===== src/rtl/fetch_unit_pkg.sv =====
// Shared definitions for the instruction fetch unit.
//   - state encoding of the fetch FSM
//   - address/instruction widths and the per-instruction PC increment
//   - align_pc: clears bit 0 so every PC is halfword aligned
package fetch_unit_pkg;

  localparam int unsigned AddrWidth  = 16;
  localparam int unsigned InstrWidth = 16;

  // Instructions are 16 bits wide, so sequential fetch advances by two bytes.
  localparam logic [AddrWidth-1:0] InstrInc  = 16'd2;
  localparam logic [AddrWidth-1:0] AlignMask = {{(AddrWidth-1){1'b1}}, 1'b0};

  typedef enum logic [1:0] {
    S_IDLE = 2'd0,
    S_REQ  = 2'd1,
    S_OUT  = 2'd2
  } state_e;

  function automatic logic [AddrWidth-1:0] align_pc(input logic [AddrWidth-1:0] addr);
    return addr & AlignMask;
  endfunction

endpackage


===== src/rtl/pc_incr.sv =====
// Sequential PC adder: pc_next = pc + InstrInc, modulo 2^AddrWidth (no carry out).
//   pc       in   current program counter
//   pc_next  out  address of the following instruction
module pc_incr
  import fetch_unit_pkg::*;
(
  input  logic [AddrWidth-1:0] pc,
  output logic [AddrWidth-1:0] pc_next
);

  always_comb begin
    pc_next = pc + InstrInc;
  end

endmodule


===== src/rtl/fetch_unit.sv =====
// Instruction fetch unit: issues one request at a time to instruction memory,
// holds the returned word for decode, and follows redirects from the back end.
//   clk, rst_n                   clock, synchronous active-low reset
//   imem_req/imem_addr           fetch request and its byte address (the PC)
//   imem_ack/imem_rdata          request accepted, data valid in the same cycle
//   instr_valid/instr/instr_pc   held instruction presented to decode
//   instr_ready                  decode accepts the held instruction
//   redirect/redirect_pc         control-flow change and its target
module fetch_unit
  import fetch_unit_pkg::*;
#(
  parameter logic [AddrWidth-1:0] RESET_PC = 16'h0000
) (
  input  logic                  clk,
  input  logic                  rst_n,
  output logic                  imem_req,
  output logic [AddrWidth-1:0]  imem_addr,
  input  logic                  imem_ack,
  input  logic [InstrWidth-1:0] imem_rdata,
  output logic                  instr_valid,
  output logic [InstrWidth-1:0] instr,
  output logic [AddrWidth-1:0]  instr_pc,
  input  logic                  instr_ready,
  input  logic                  redirect,
  input  logic [AddrWidth-1:0]  redirect_pc
);

  state_e                  state_q, state_d;
  logic [AddrWidth-1:0]    pc_q, pc_d;
  logic                    pend_valid_q, pend_valid_d;
  logic [AddrWidth-1:0]    pend_pc_q, pend_pc_d;
  logic [InstrWidth-1:0]   instr_q, instr_d;
  logic [AddrWidth-1:0]    instr_pc_q, instr_pc_d;
  logic [AddrWidth-1:0]    pc_plus;
  logic [AddrWidth-1:0]    redirect_tgt;

  pc_incr u_pc_incr (
    .pc      (pc_q),
    .pc_next (pc_plus)
  );

  assign redirect_tgt = align_pc(redirect_pc);

  always_ff @(posedge clk) begin
    if (!rst_n) begin
      state_q      <= S_IDLE;
      pc_q         <= align_pc(RESET_PC);
      pend_valid_q <= 1'b0;
      pend_pc_q    <= '0;
      instr_q      <= '0;
      instr_pc_q   <= '0;
    end else begin
      state_q      <= state_d;
      pc_q         <= pc_d;
      pend_valid_q <= pend_valid_d;
      pend_pc_q    <= pend_pc_d;
      instr_q      <= instr_d;
      instr_pc_q   <= instr_pc_d;
    end
  end

  always_comb begin
    state_d      = state_q;
    pc_d         = pc_q;
    pend_valid_d = pend_valid_q;
    pend_pc_d    = pend_pc_q;
    instr_d      = instr_q;
    instr_pc_d   = instr_pc_q;
    imem_req     = 1'b0;
    instr_valid  = 1'b0;

    unique case (state_q)
      S_IDLE: begin
        state_d = S_REQ;
        if (redirect) pc_d = redirect_tgt;
      end

      S_REQ: begin
        imem_req = 1'b1;
        if (imem_ack) begin
          // Data fetched down a stale path is dropped; refetch from the newest target.
          if (redirect) begin
            pc_d         = redirect_tgt;
            pend_valid_d = 1'b0;
          end else if (pend_valid_q) begin
            pc_d         = pend_pc_q;
            pend_valid_d = 1'b0;
          end else begin
            instr_d    = imem_rdata;
            instr_pc_d = pc_q;
            pc_d       = pc_plus;
            state_d    = S_OUT;
          end
        end else if (redirect) begin
          // imem_addr must stay stable until ack, so park the target.
          pend_valid_d = 1'b1;
          pend_pc_d    = redirect_tgt;
        end
      end

      S_OUT: begin
        instr_valid = 1'b1;
        if (redirect) begin
          pc_d    = redirect_tgt;
          state_d = S_REQ;
        end else if (instr_ready) begin
          state_d = S_REQ;
        end
      end

      default: state_d = S_IDLE;
    endcase
  end

  assign imem_addr = pc_q;
  assign instr     = instr_q;
  assign instr_pc  = instr_pc_q;

endmodule

===== config.mk =====
export PLATFORM = sky130hd
export DESIGN_NAME = fetch_unit
export DESIGN_NICKNAME = d
export VERILOG_FILES = /design/src/rtl/fetch_unit_pkg.sv /design/src/rtl/pc_incr.sv /design/src/rtl/fetch_unit.sv
export SDC_FILE = /design/constraint.sdc
export NUM_CORES = 1
export LEC_CHECK = 0
export ABC_AREA = 1
export BUFFER_PORTS_ARGS = -buffer_cell sky130_fd_sc_hd__buf_2
export CAP_MARGIN = 40
export CORE_UTILIZATION = 45
export DETAILED_ROUTE_END_ITERATION = 8
export GPL_TIMING_DRIVEN = 0
export MAX_ROUTING_LAYER = met4
export PLACE_DENSITY_LB_ADDON = 0.08
export RECOVER_POWER = 25
export SYNTH_ARGS = -nofsm -noshare
export SYNTH_HDL_FRONTEND = slang
export SYNTH_SLANG_ARGS = --single-unit

===== constraint.sdc =====
create_clock -name clk -period 1.4 [get_ports clk]
set_input_delay 0 -clock clk [delete_from_list [all_inputs] [get_ports clk]]
set_output_delay 0 -clock clk [all_outputs]
set_load 0.1 [all_outputs]

==> After elaboration in Yosys (flattened, before gate mapping) <==
Cells that the tools add are included.
Widths: inputs -> output; s select.
{ "word_totals": {"input_bits": 37, "word_cells": 41, "regBits": 66} }
{ "classes": {"reduce_logical": 9, "n_eq_ne": 7, "addsub": 1, "n_mux": 15, "n_bitwise": 3} }
{ "op_table": {"columns": ["cell", "count"], "rows": [
  ["$mux 16", 4],
  ["$pmux 16 s2", 1],
  ["$add 16x2->16 const B", 1],
  ["$mux 2", 5],
  ["$reduce_and 4->1", 2],
  ["$ne 2x2->1 const B", 3],
  ["$pmux 2 s3", 1],
  ["$reduce_and 3->1", 2],
  ["$mux 1", 4],
  ["$reduce_bool 2->1", 2],
  ["$ne 3x3->1 const B", 1],
  ["$not 1->1", 3],
  ["$eq 2x1->1 const B", 1],
  ["$eq 2x2->1 const B", 1],
  ["$logic_not 2->1", 1],
  ["$ne 2x1->1 const B", 1],
  ["$reduce_and 2->1", 1],
  ["$reduce_or 2->1", 1]
]} }

==> Logic depth before layout (Yosys ltp) <==
Gate-level depths: netlist of run 1.
{ "logic_depth": {"word_depth": 5, "ltp_mapped": 9, "ltp_nobuf": 9} }

==> By module <==
Synthesis of run 1 repeated with hierarchy kept, for this count alone.
{ "unflattened": {"hier_cells": 550, "area_unflattened_um2": 3452.1} }
{ "modules_own_cells": {"columns": ["module", "seq_area_each_um2", "area_each_um2", "cells_each", "n_inst"], "rows": [
  ["fetch_unit", 1321.3, 3083.0, 479, 1],
  ["pc_incr", 0.0, 369.1, 71, 1]
]} }

==> Least setup slack after synthesis of run 1 <==
OpenSTA, ideal clock, no wires.
{ "synth_path": {"path_kind": "reg2reg", "startpoint": "register pc_q[1], in the netlist imem_addr[1]", "endpoint": "register pc_q[11], in the netlist imem_addr[11]", "stages_incl_launch_ff": 9, "arrival_time_ns": 2.027, "setup_time_ns": 0.120, "path_buffers": 0, "slack_ns": -0.746, "t_required_ns": 1.280, "synth_period_minus_slack_ns": 2.146, "cell_sequence": "dfxtp_1 > ha_1 > nand2_2 > nor2_2 > nand3_1 > nand2_1 > nand2_1 > a21oi_1 > nor2_1"} }
{ "synth_between": {"elab_chain_cells": 5} }
{ "synth_lines": {"columns": ["element", "line", "rtl"], "rows": [
  ["start, declared", "fetch_unit.sv:29", "logic [AddrWidth-1:0] pc_q, pc_d;"],
  ["start signal, assigned", "fetch_unit.sv:47", "pc_q <= align_pc(RESET_PC);"],
  ["start signal, assigned", "fetch_unit.sv:54", "pc_q <= pc_d;"],
  ["$add 16x2->16", "pc_incr.sv:12", "pc_next = pc + InstrInc;"],
  ["$mux 16", "fetch_unit.sv:85", "end else if (pend_valid_q) begin"],
  ["$mux 16", "fetch_unit.sv:82", "if (redirect) begin"],
  ["$mux 16", "fetch_unit.sv:80", "if (imem_ack) begin"],
  ["$pmux 16 s2", "fetch_unit.sv:72", "unique case (state_q)"]
]} }
No other way between the ends. The select of a mux whose other input is x is not followed.
A chain may end at the register's enable or synchronous reset.

==> Worst setup path after layout of run 1 <==
{ "layout_path": {"startpoint": "register state_q[0]", "endpoint": "register pend_pc_q[1]"} }
{ "layout_between": {"elab_chain_cells": 2} }
{ "layout_lines": {"columns": ["element", "line", "rtl"], "rows": [
  ["start, declared", "fetch_unit.sv:28", "state_e state_q, state_d;"],
  ["start signal, assigned", "fetch_unit.sv:53", "state_q <= state_d;"],
  ["$eq 2x1->1", "fetch_unit.sv:72", null],
  ["$reduce_and 3->1 (no line)", null, null],
  ["end signal, assigned", "fetch_unit.sv:56", "pend_pc_q <= pend_pc_d;"],
  ["end, declared", "fetch_unit.sv:31", "logic [AddrWidth-1:0] pend_pc_q, pend_pc_d;"]
]} }
No other way between the ends.

==> results by stage, run 1 <==
Yosys:
- In the synthesized netlist, the number of instances is 416.
- The synthesized netlist occupies a cell area of 2900 um^2.
- nor2_1 is the most common cell in the netlist.
- By area the synthesized netlist is led by dfxtp_1 44%, nor2_1 12%, o21ai_0 12%, nand2_1 7.0%, a21oi_1 6.2%.
- In the synthesized netlist the async set-or-reset flop fraction comes to 0%.
- After synthesis, flip-flops and latches occupy 44.1% of the total area.
- The post-synthesis cell type with the largest combined area is dfxtp_1.
- Counting flops with a built-in enable in the synthesized netlist gives 0.
- The most used flip-flop cell after synthesis is dfxtp_1.
- The average instance area after synthesis is 6.98 um^2.
- The flip-flop and latch count after synthesis is 64.
- Of the post-synthesis cell area, the dominant cell type holds 44.1%.
- The Yosys step of the flow raised 0 warnings.
- The unique cell type count in the Yosys netlist is 27.
- By count the netlist is led by 95 x nor2_1, 70 x o21ai_0, 64 x dfxtp_1.

Routing:
- The number of violations reported at the end of detailed-routing iteration 0 is 111.
- After detailed routing, the average wire length per cell comes to 13.4 um.
- In the routed design, unresolved DRC markers number 0.
- The routed wire length is 8460 um.
- The residual antenna-violating net count after detailed routing is 0.
- Dividing the detail-routed via count by the number of cells gives 5.04.
- The number of detailed-routing iterations run before antenna repair is 5.
- The via count is 3181.

STA:
- The relative slew slack is 63.5%.
- For the pin with the worst max-slew slack, the measured transition is 550 ps.
- The total negative slack is 0 ps.
- On the final layout, the worst hold slack is 8.45 ps.
- The final critical-path required period is 1360 ps.
- Setup repair after global routing could not meet its margin everywhere.
- Setup violations remaining at the end of the flow were counted as 0.
- The number of hold violations in the final report is 0.
- For the final database, setup skew stands at 8.50 ps.
- The number of max-slew violations in the final report is 0.
- Derived from the worst setup path, the maximum achievable clock frequency is 736 MHz.
- The ratio of final minimum period to clock period is 97.0%.

Critical path:
- The timing endpoint of the critical path is pend_pc_q[1].
- The maximum fanout along the worst path is 8.
- The capturing element type of the critical path is a flop.
- The critical path crosses 8 cells after its start point.
- The sum of buffers and inverters on the critical path is 3.
- The origin of the worst setup path is state_q[0].
- The critical path is of the flop to flop type.
- The family with the most delay on the worst path is simple AND/OR/NAND/NOR gates.
- The nature of the critical path startpoint is a flop.
- In this run the critical register-to-register path is launched from state_q[0].
- The reg2reg setup slack is 40 ps.
- The worst flop-to-flop path endpoint is pend_pc_q[1].
- The highest cell delay on the worst timing path is 360 ps.
- The depth of the worst register-to-register path is 8.
- Traced cell by cell, the critical path runs through inv_4 -> nor2_4 -> nand2_2 -> nor2_4 -> inv_4 -> buf_6 -> nor2_1 -> nor2_1.
- STA puts the critical path data required time at 1640 ps.
- The data arrival time of the worst path is 1600 ps.
- The slowest stage of the critical path belongs to the cell dfxtp_2.

Clocking:
- The number of clock sinks seen by CTS is 64.
- TritonCTS built the clock tree.
- The clock insertion delay at the later pin of the skew report is 340 ps.
- The H-tree was split into 3 levels.
- Buffers inserted during clock tree synthesis total 9.
- No sink is reached through more buffers than the 2 on the longest clock path.
- The tree is rooted in a clkbuf_8.
- Clock-pin slew was measured on the worst setup and hold paths at 70 ps.

Run:
- The number of violations of the max-capacitance limit is 0.

Floorplan:
- In this run the standard cell core region covers 6060 um^2.
- The area enclosed by the die boundary is 6780 um^2.
- The cell row count is 28.
- The number of primary I/O pins is 87.
- Measured along the x axis, the die boundary spans 82.3 um.
- The effective utilization at floorplan is 47.9%.
- The y dimension of the die is 82.3 um.

Status:
- The flow ran to the end, and the final reports show no timing, DRC or antenna violations.

Global route:
- Entering global routing, the biggest net connects 12 pins.
- The wire length of the first global-routing pass is 12700 um.
- The initial antenna violation count is 0.
- Global routing used 25.8% of the available tracks across all layers.
- The number of global-route vias before repair is 2769.
- The global-route congestion overflow total is 0.

Cells and area:
- The number of nets at the end of the flow is 589.
- Fill cells in the final layout number 505.
- The post-route netlist has 30.2% of its cells at a drive strength greater than 1.
- The number of diodes added for antenna fixing is 0.
- The area added between synthesis and finish is 46.2%.

Power:
- The peak ir drop on the vdd network is 956 uV.
- For this design the static power due to leakage is 1.98 nW.
- Power spread over the standard cell area amounts to 1300 nW/um^2.

Place:
- The sum of net half-perimeters after detailed placement is 5640 um.
- Routability-driven placement finished with a final weighted congestion of 0.815.
- The number of I/O port buffers is 83.

Hold path:
- The worst hold-check path type is primary input to flop.
## timing repair
action / CTS / global route
hold endpoints to repair: 39 / 0
gates cloned: 0 / 3
resized for setup: 1 / 49
buffers inserted: 0 / 4
pin swaps: 0 / 6
hold buffers: 33 / 0
endpoints found under the setup margin: 7 / 49
## worst min-delay path by stage
stage	endpoint	cells after the start	start	slack (ps)
floorplan	imem_addr[1]	2	rst_n	130
global placement	pend_pc_q[14]	3	redirect_pc[14]	250
detailed placement	pend_pc_q[15]	3	redirect_pc[15]	250
CTS	state_q[0]	4	imem_ack	5
global route	state_q[0]	4	imem_ack	20
finish	state_q[0]	4	imem_ack	8
## report_power, final
group | switching [mW] | total (mW) | internal [mW]
sequential | 0.121 | 2.07 | 1.95
combinational | 1.14 | 1.53 | 0.383
clock | 0.733 | 1.94 | 1.20
total | 2.00 | 5.53 | 3.54
## logic make-up after synthesis
group / count (synthesis) / share of synthesized area (%)
flip-flops: 64 / 44.1
AND/OR/NAND/NOR: 177 / 25.6
XOR/XNOR: 3 / 0.905
other: 1 / 0.129
AO/OA/AOI/OAI: 114 / 20.0
adder cells (fa/ha/maj): 1 / 0.431
buffers and inverters: 56 / 8.88
## layout make-up
cell class | count | area (um^2) | area share (%)
inverters | 32 | 129 | 3.04
clock inverters | 4 | 72.6 | 1.71
plain buffers | 24 | 186 | 4.39
flip-flops and latches | 64 | 1310 | 30.8
repair buffers | 122 | 812 | 19.1
multi-input cells | 298 | 1470 | 34.5
clock buffers | 12 | 176 | 4.16
well taps | 75 | 93.8 | 2.21
## through the flow
step	total power, mW	setup slack, ps	std cells	utilization (%)	instance area, um^2
after floorplan	3.20	-248	417	-	2980
after global placement	3.47	-95.0	575	57.6	3490
after detailed placement	3.48	-109	575	57.6	3490
after CTS	5.47	9.25	624	67.1	4070
after global routing	5.75	-49.3	631	70.0	4240
final	5.53	41.6	631	70.0	4240
## routing by layer
| layer | routed length (um) | track usage, % | share of wire, % | up-vias |
|---|---|---|---|---|
| li1 | - | - | - | 1615 |
| met1 | 3880 | 31.0 | 46 | 1448 |
| met2 | 3880 | 42.1 | 46 | 106 |
| met3 | 555 | 6.81 | 6.6 | 12 |
| met4 | 142 | 7.72 | 1.7 | 0 |
| met5 | 0 | - | 0 | - |
## state kept, by name, summed over array words and instances (netlist names)
signal and count:
imem_addr 15, instr 16, pend_pc_q 15, state_q 2, pend_valid_q 1, instr_pc 15
## tightest hold or removal path: stages
cell and delay [ps]:
buf_2 130, nand2_1 60, nand2_1 50, a21oi_1 60
## layout by cell type, fill, tap and decap left out, types with 3 or more instances in the layout
cell	instances
dlygate4sd3_1	33
o21ai_0	42
a31oi_1	4
inv_1	26
dfxtp_1	49
buf_4	9
nand4_1	4
dfxtp_2	12
nor2_4	10
inv_4	3
clkbuf_1	6
nand2_1	53
clkbuf_8	12
nor2_1	88
nand2_2	3
buf_6	7
a21oi_2	3
dfxtp_4	3
clkbuf_2	23
o21ai_1	30
buf_2	63
a21oi_1	33
nor2_2	4
nand3_1	13
(Power assumes the default switching activity.)
==> run 2: changes to the inputs <==
Settings changed: PLACE_DENSITY set to 0.74, PLACE_DENSITY_LB_ADDON 0.08 to unset.
==> results by stage, run 2 (synthesis gave the netlist of run 1 again) <==
STA:
- The worst-case setup margin in the final layout was 37.7 ps (-3.87 ps).
- Setup repair after global routing could not meet its margin everywhere.
- The number of hold violations in the final report is 0 (unchanged).
- The count of final setup violators is 0 (unchanged).
- The relative slew slack is 63.1% (-0.44 points).
- The final critical-path required period was 1360 ps (+3.87 ps).
- The number of max-slew violations in the final report is 0 (unchanged).
- The slew of the pin with the lowest slew margin is 556 ps (+6.61 ps).
- The ratio of final minimum period to clock period is 97.3% (+0.28 points).
- The fmax is 734 MHz (-0.28%).
- The post-route clock skew was 8.84 ps (+0.343 ps).

Global route:
- The initial antenna violation count was 0 (unchanged).
- The pin count of the biggest net entering global routing is 12 (unchanged).
- The wire length of the first global-routing pass is 13200 um (+4.0%).
- The global-route congestion overflow total was 0 (unchanged).
- The global-route total usage across every layer is 27.0% (+1.2 points).
- The number of global-route vias before repair is 2765 (-0.14%).

Routing:
- The routed wire length is 8840 um (+4.5%).
- The DRC violation count after routing was 0 (unchanged).
- The number of violations reported at the end of detailed-routing iteration 0 is 170 (+53%).
- The average wire per standard cell is 14.0 um (+4.2%).
- The via density per instance is 5.03 (-0.28%).
- The via count is 3182 (+0.031%).
- The residual antenna-violating net count after detailed routing is 0 (unchanged).
- The number of detailed-routing iterations run before antenna repair is 5 (unchanged).

Critical path:
- STA classifies the critical path startpoint as a flop.
- The maximum fanout along the worst path was 4 (-4).
- The sum of buffers and inverters on the critical path came to 2 (-1).
- The critical path is of the flop to output pin type.
- Broken down by cell family, the worst path's largest delay share belongs to buffers and inverters.
- The data arrival time of the worst path came to 1360 ps (-240 ps).
- The worst setup path is captured at an output pin.
- The highest cell delay on the worst timing path is 440 ps (+80 ps).
- The slowest stage of the critical path is the buf_2 cell.
- The signal on the critical path passes through inv_6 -> nor2_4 -> buf_2.
- The data required time of the worst path is 1400 ps (-240 ps).

Floorplan:
- The y dimension of the die is 82.3 um (unchanged).
- The area enclosed by the die boundary is 6780 um^2 (unchanged).
- The total core area is 6060 um^2 (unchanged).
- The cell row count is 28 (unchanged).
- The effective utilization at floorplan is 47.9% (unchanged).
- The number of primary I/O pins was 87 (unchanged).
- The die width was 82.3 um (unchanged).

Clocking:
- The H-tree depth reported by CTS came to 3 (unchanged).
- The clock input transition at the sequential cells of the worst setup and hold paths is 70 ps (about the same).
- The number of buffers created by CTS is 9 (unchanged).
- The largest buffer count on any clock path is 2 (unchanged).
- The cell sitting at the root of the clock tree is a clkbuf_8.
- The clock insertion delay at the later pin of the skew report is 350 ps (about the same).
- The TritonCTS clock tree is done.
- The number of clock sinks seen by CTS is 64 (unchanged).

Power:
- The combinational fraction of design power is 27.6% (about the same).
- The share of total power consumed by net switching came to 36.7% (+0.62 points).
- The internal portion of total power is 3.46 mW (-2.3%).
- The clock share of power is 34.4% (-0.6 points).
- The sequential share of power came to 37.9% (+0.5 points).
- The total power per unit cell area is 1300 nW/um^2 (-0.30%).
- The static leakage is 1.97 nW (-0.25%).
- The net switching power figure is 2.00 mW (+0.34%).
- The peak ir drop on the vdd network is 994 uV (+4.0%).

Cells and area:
- In the layout the commonest cells are 88 x nor2_1, 67 x buf_2, 53 x nand2_1.
- The number of diodes added for antenna fixing is 0 (unchanged).
- From synthesis to final layout, the design area changed by 44.6%.
- The library cell used most frequently in the layout, excluding fill and tap cells, is nor2_1.
- The number of nets at the end of the flow is 591 (+0.34%).
- The filler cell count in the final layout is 527 (+4.4%).
- The core utilization of the finished layout is 69.3% (-0.74 points).
- The ratio of cells with drive above 1 in the final layout is 29.9% (-0.29 points).
- The number of flip-flops in the largest register is 16 (unchanged).

Run:
- The number of violations of the max-capacitance limit is 0 (unchanged).

Place:
- The number of I/O port buffers is 83 (unchanged).
- The sum of net half-perimeters after detailed placement is 5730 um (+1.6%).
- The global placer's final weighted congestion is 0.872 (+7.1%).
- The pre-CTS setup slack was -33.0 ps (+76.1 ps).

Hold path:
- The min-delay analysis places its worst path in the category primary input to flop.

Status:
- The flow ran to the end, and the final reports show no timing, DRC or antenna violations.
run 2: power by group through the flow:
stage	clock network, mW	registers (mW)	logic (mW)
detailed placement	0	2.11	1.38
global placement	0	2.10	1.37
CTS	1.89	2.06	1.45
global route	1.99	2.09	1.60
floorplan	0	2.74	0.456
finish	1.88	2.07	1.51
run 2: routing by layer:
metal  global-route usage (%)  share of wire, %
met5                        -                 0
met4                     10.7               1.7
met3                     4.84               6.9
met2                     42.1                46
met1                     34.6                45
run 2: cell type report:
cell class	count	area [um^2]	share of cell area (%)
timing repair buffer	125	831	19.8
sequential	64	1310	31.2
clock inverter	3	42.5	1.01
multi-input combinational	297	1420	33.8
clock buffer	13	201	4.80
inverter	32	130	3.10
tap	75	93.8	2.24
buffer	24	169	4.02
run 2: worst paths after layout:
check,start,end,slack [ps],depth (start not counted)
worst max-delay path,state_q[0],imem_req,40,3
worst min-delay path,imem_ack,state_q[0],10,4
worst max register to register,state_q[0],pend_pc_q[12],40,8
worst min register to register,pend_pc_q[3],pend_pc_q[3],460,2
run 2: worst min-delay path, stage by stage:
cell     delay, ps
buf_2          140
nand2_1         70
nand2_1         60
a21oi_1         50
run 2: repair_timing:
action / in CTS / in global routing
gates resized for setup: 1 / 25
gates cloned: 0 / 2
endpoints found under the setup margin: 5 / 33
buffers inserted: 0 / 7
pin swaps: 0 / 4
hold buffers: 33 / 0
hold endpoints to repair: 42 / 0
run 2: metrics by stage:
step / hold slack (ps) / TNS (ps) / cell area (um^2) / std cells / total power [mW]
2_1_floorplan: 132 / -13480 / 2980 / 417 / 3.20
3_3_place_gp: 242 / -8.88 / 3490 / 575 / 3.47
3_5_place_dp: 245 / -68.3 / 3490 / 575 / 3.48
4_1_cts: 2.32 / 0 / 4060 / 624 / 5.41
5_1_grt: 31.0 / -445 / 4200 / 633 / 5.67
6_report: 13.7 / 0 / 4200 / 633 / 5.46
